--- config.mk ---
export PLATFORM = sky130hd
export DESIGN_NAME = modulo_contador_garrafas_bcd
export DESIGN_NICKNAME = d
export VERILOG_FILES = /design/src/rtl/modulo_contador_garrafas_bcd.sv
export SDC_FILE = /design/constraint.sdc
export NUM_CORES = 1
export LEC_CHECK = 0
export ABC_AREA = 1
export BUFFER_PORTS_ARGS = -buffer_cell sky130_fd_sc_hd__buf_2
export CAP_MARGIN = 0
export CORE_MARGIN = 1
export CORE_UTILIZATION = 54
export CTS_CLUSTER_DIAMETER = 120
export DETAILED_ROUTE_END_ITERATION = 12
export HOLD_SLACK_MARGIN = 0.02
export PLACE_DENSITY = 0.77
export SLEW_MARGIN = 20
export SYNTH_ARGS = -nofsm -noshare
export SYNTH_HDL_FRONTEND = slang
export SYNTH_SLANG_ARGS = --single-unit
--- constraint.sdc ---
create_clock -name clk -period 1.8 [get_ports clk]
set_clock_uncertainty 0.05 [all_clocks]
set_input_delay 0.09 -clock clk [delete_from_list [all_inputs] [get_ports clk]]
set_output_delay 0.09 -clock clk [all_outputs]
set_load 0.01 [all_outputs]
--- src/rtl/modulo_contador_garrafas_bcd.sv ---
// Bottle counter for the filling line.
// The bottle sensor increments the count and the reject sensor decrements it.
// The count is held as packed BCD. Each digit is also mapped through a 4-bit
// display/transfer code. The block flags empty and full, and pulses batch_done
// when a crate reaches MAX_COUNT by an increment.
module modulo_contador_garrafas_bcd #(
  parameter int DIGITS    = 2,
  parameter int MAX_COUNT = 12,
  parameter int WRAP      = 1,
  parameter int ENC_MODE  = 1
) (
  input  logic                  clk,
  input  logic                  rst_n,
  input  logic                  en,
  input  logic                  clr,
  input  logic                  sensor_in,
  input  logic                  reject_in,
  output logic [4*DIGITS-1:0]   count_bcd,
  output logic [4*DIGITS-1:0]   count_enc,
  output logic                  empty,
  output logic                  full,
  output logic                  batch_done
);

  localparam int W = 4 * DIGITS;

  // Convert a binary constant into packed BCD (elaboration time only).
  function automatic logic [W-1:0] to_bcd(input int v);
    logic [W-1:0] res;
    int           r;
    res = '0;
    r   = v;
    for (int i = 0; i < DIGITS; i++) begin
      res[4*i +: 4] = 4'(r % 10);
      r = r / 10;
    end
    return res;
  endfunction

  localparam logic [W-1:0] MAX_BCD = to_bcd(MAX_COUNT);

  logic [1:0]   sens_sync_q, rej_sync_q;
  logic         sens_prev_q, rej_prev_q;
  logic [W-1:0] count_q, count_d;
  logic         batch_q, batch_d;
  logic [W-1:0] bcd_inc, bcd_dec;
  logic         inc_edge, dec_edge;

  // Synchronise both sensor levels and keep the previous synchronised value for edge detection.
  always_ff @(posedge clk or negedge rst_n) begin
    if (!rst_n) begin
      sens_sync_q <= '0;
      rej_sync_q  <= '0;
      sens_prev_q <= 1'b0;
      rej_prev_q  <= 1'b0;
    end else begin
      sens_sync_q <= {sens_sync_q[0], sensor_in};
      rej_sync_q  <= {rej_sync_q[0], reject_in};
      sens_prev_q <= sens_sync_q[1];
      rej_prev_q  <= rej_sync_q[1];
    end
  end

  assign inc_edge = sens_sync_q[1] & ~sens_prev_q;
  assign dec_edge = rej_sync_q[1] & ~rej_prev_q;

  // BCD increment: each 9 rolls to 0 and the carry moves to the next digit.
  always_comb begin
    logic carry;
    bcd_inc = count_q;
    carry   = 1'b1;
    for (int i = 0; i < DIGITS; i++) begin
      if (carry) begin
        if (count_q[4*i +: 4] == 4'd9) begin
          bcd_inc[4*i +: 4] = 4'd0;
        end else begin
          bcd_inc[4*i +: 4] = count_q[4*i +: 4] + 4'd1;
          carry = 1'b0;
        end
      end
    end
  end

  // BCD decrement: each 0 rolls to 9 and the borrow moves to the next digit.
  always_comb begin
    logic borrow;
    bcd_dec = count_q;
    borrow  = 1'b1;
    for (int i = 0; i < DIGITS; i++) begin
      if (borrow) begin
        if (count_q[4*i +: 4] == 4'd0) begin
          bcd_dec[4*i +: 4] = 4'd9;
        end else begin
          bcd_dec[4*i +: 4] = count_q[4*i +: 4] - 4'd1;
          borrow = 1'b0;
        end
      end
    end
  end

  // Next count: clear beats enable, and enable beats edges. Opposing edges cancel.
  always_comb begin
    count_d = count_q;
    batch_d = 1'b0;
    if (clr) begin
      count_d = '0;
    end else if (en) begin
      if (inc_edge && !dec_edge) begin
        if (count_q == MAX_BCD) begin
          if (WRAP != 0) count_d = '0;
        end else begin
          count_d = bcd_inc;
          batch_d = (bcd_inc == MAX_BCD);
        end
      end else if (dec_edge && !inc_edge) begin
        if (count_q == '0) begin
          if (WRAP != 0) count_d = MAX_BCD;
        end else begin
          count_d = bcd_dec;
        end
      end
    end
  end

  // Count and crate-complete pulse registers.
  always_ff @(posedge clk or negedge rst_n) begin
    if (!rst_n) begin
      count_q <= '0;
      batch_q <= 1'b0;
    end else begin
      count_q <= count_d;
      batch_q <= batch_d;
    end
  end

  assign count_bcd  = count_q;
  assign empty      = (count_q == '0);
  assign full       = (count_q == MAX_BCD);
  assign batch_done = batch_q;

  // Per-digit output code, taken straight from the count register.
  genvar gi;
  generate
    for (gi = 0; gi < DIGITS; gi++) begin : g_enc
      logic [3:0] d;
      assign d = count_q[4*gi +: 4];
      if (ENC_MODE == 1) begin : g_remap
        assign count_enc[4*gi +: 4] = {d[0] & ~d[2], d[1], ~d[0] & d[2], d[3]};
      end else begin : g_pass
        assign count_enc[4*gi +: 4] = d;
      end
    end
  endgenerate

endmodule
==> metrics.csv <==
metric,value,unit
multi_input_area,678.2,um^2
grt_start_max_net_pins,16,
hold_start,clr,
max_clock_freq,0.6076,GHz
hp-class,input pin to register,
fin_crit_sh,91.44,%
rsz0062_at_grt,no,
drc,0,
critPathKind,register to primary output,
grt-ovfl-total,0,
crit_arrival,1.51,ns
ctsRootBufferMaster,clkbuf_4,
rrSetupSlack,0.23,ns
die_y,48.80,um
firstDrtPassIters,4,
fin_nets,230,
regArea,375.4,um^2
clkTransAtPathRegs,0.09,ns
drt-total-wl,2730,um
drv_slew,0,
routed-via-count,1283,
dieWidth,48.80,um
timing.rr.start,count_bcd[1]$_DFFE_PN0P_,
critPathLaunch,count_bcd[1]$_DFFE_PN0P_,
dp.final_hpwl,2155,um
crit_fanout,9,
period_minus_slack,1.646,ns
hold_depth,4,
ir_worst_vdd,670.0,uV
ant_nets,0,
start_kind,register,
cap_violations,0,
ys_ff_latch,15,
max_slew_margin,75.64,%
finalHoldViolations,0,
power_density,627.8,nW/um^2
coreArea,2002,um^2
start_util,59.06,%
port_buffers,24,
yosysWarnings,0,
place_ws,0.2411,ns
wl_per_cell,11.10,um
clkLatencyLatePin,0.29,ns
cts_tree,built,
place.gp.congestion,0.9319,
setup_viol,0,
synth.distinct_cells,19,
grt_pass1_vias,1149,
post_cts_resized,0,
endpoint_kind,primary output,
crit_required,1.66,ns
min_to,count_bcd[5]$_DFFE_PN0P_,
clock_path_buffers,2,
avgSynthCellArea,6.158,um^2
reg2regPathDepth,8,
synthCells,192,
initialDrtViolationCount,26,
r2r_end,count_bcd[4]$_DFFE_PN0P_,
cts_max_level,1,
track_usage,25.87,%
finalSetupTns,0,ns
viasPerCell,5.215,
drive_gt1_share,21.92,%
syn_area,1182,um^2
max_slew.worst_pin.slew,0.3653,ns
area_delta_synth_final,16.08,%
rows,16,
synth_seq_area_share,31.75,%
cellLeakagePower,0.0008001,uW
die_area,2381,um^2
insertedDiodeCount,0,
antenna_found_initial,0,
cts_sinks,15,
outcome,finished clean,
setup_slack,0.1541,ns
syn_nets,202,
io_pins,25,
fillers,191,
numCtsBuffers,3,
grt_pass1_wl,4857,um
==> cell families (layout without fill, tap and decap cells) <==
family,count (synthesis),in the layout,synth area share (%)
buffers and inverters,29,56,10.90
adder cells (fa/ha/maj),4,4,4.233
AO/OA/AOI/OAI,8,8,3.598
flip-flops,15,15,31.75
AND/OR/NAND/NOR,136,136,49.53
==> repair_timing <==
action,in CTS,in global routing
hold buffers,3,0
setup buffers,0,0
endpoints found under the hold margin,17,0
==> cells in the final DEF (no fill, tap or decap) <==
cell type	count
nand3_4	1
nand3_1	21
nand2_2	3
inv_2	8
nand4_1	3
buf_4	4
nor2_2	3
clkbuf_1	1
or2_2	1
or2_0	1
o21ai_0	3
buf_2	24
ha_1	4
o21ai_1	4
nand2_1	72
inv_1	13
dfrtp_1	15
nor2_4	1
nor2_1	30
clkbuf_4	3
dlygate4sd3_1	3
o211ai_1	1
==> area by class of cell <==
type / instances / area share [%]
Clock buffer: 4 / 1.914
Inverter: 21 / 5.743
Multi-Input combinational cell: 148 / 49.41
Sequential cell: 15 / 27.35
Tap cell: 27 / 2.461
Timing Repair Buffer: 31 / 13.13
==> worst max-delay path by stage <==
stage,end,slack [ns],cells after the start
after global placement,batch_done$_DFF_PN0_,0.30,9
final,empty,0.15,5
after CTS,empty,0.15,5
after detailed placement,count_bcd[4]$_DFFE_PN0P_,0.24,8
after floorplan,batch_done$_DFF_PN0_,0.19,10
after global routing,empty,0.02,5
==> metrics by stage <==
step / area, um^2 / util [%] / hold slack [ns] / total power [uW] / instances
finish: 1373 / 68.56 / 0.06869 / 861.6 / 246
global route: 1373 / 68.56 / 0.07783 / 925.4 / 246
CTS: 1373 / 68.56 / 0.06288 / 866.6 / 246
detailed placement: 1316 / 65.75 / -0.04351 / 672.8 / 239
floorplan: 1182 / - / -0.2556 / 590.6 / 192
global placement: 1316 / 65.75 / -0.05007 / 664.5 / 239
==> where the power goes <==
| group | switching, uW | internal [uW] | leakage [uW] |
|---|---|---|---|
| Sequential | 25.8 | 354 | 0.000194 |
| Combinational | 184 | 107 | 0.000591 |
| Clock | 104 | 86.1 | 0.0000150 |
==> cells in the mapped netlist <==
| library cell | n | area, um^2 |
|---|---|---|
| buf_2 | 4 | 20.02 |
| buf_4 | 4 | 30.03 |
| dfrtp_1 | 15 | 375.4 |
| ha_1 | 4 | 50.05 |
| inv_1 | 13 | 48.80 |
| inv_2 | 8 | 30.03 |
| nand2_1 | 72 | 270.3 |
| nand2_2 | 3 | 18.77 |
| nand3_1 | 21 | 105.1 |
| nand3_4 | 1 | 17.52 |
| nand4_1 | 3 | 18.77 |
| nor2_1 | 30 | 112.6 |
| nor2_2 | 3 | 18.77 |
| nor2_4 | 1 | 11.26 |
| o211ai_1 | 1 | 7.510 |
| o21ai_0 | 3 | 15.01 |
| o21ai_1 | 4 | 20.02 |
| or2_0 | 1 | 6.260 |
| or2_2 | 1 | 6.260 |
==> sequential cells by signal, summed over array words and instances (netlist names) <==
signal / count
batch_done: 1
count_bcd: 8
rej_prev_q: 1
rej_sync_q: 2
sens_prev_q: 1
sens_sync_q: 2
==> per-layer routing <==
metal | wire, um | track usage, %
met1 | 1248 | 31.74
met2 | 1296 | 45.83
met3 | 137 | 4.984
met4 | 48 | 7.353
met5 | 0 | 0
==> critical path, stage by stage (launching register included) <==
cell	delay, ns
dfrtp_1	0.47
inv_1	0.11
ha_1	0.22
nand2_2	0.13
nor2_4	0.16
buf_2	0.14
Note: power is estimated with default switching activity, not from simulation.
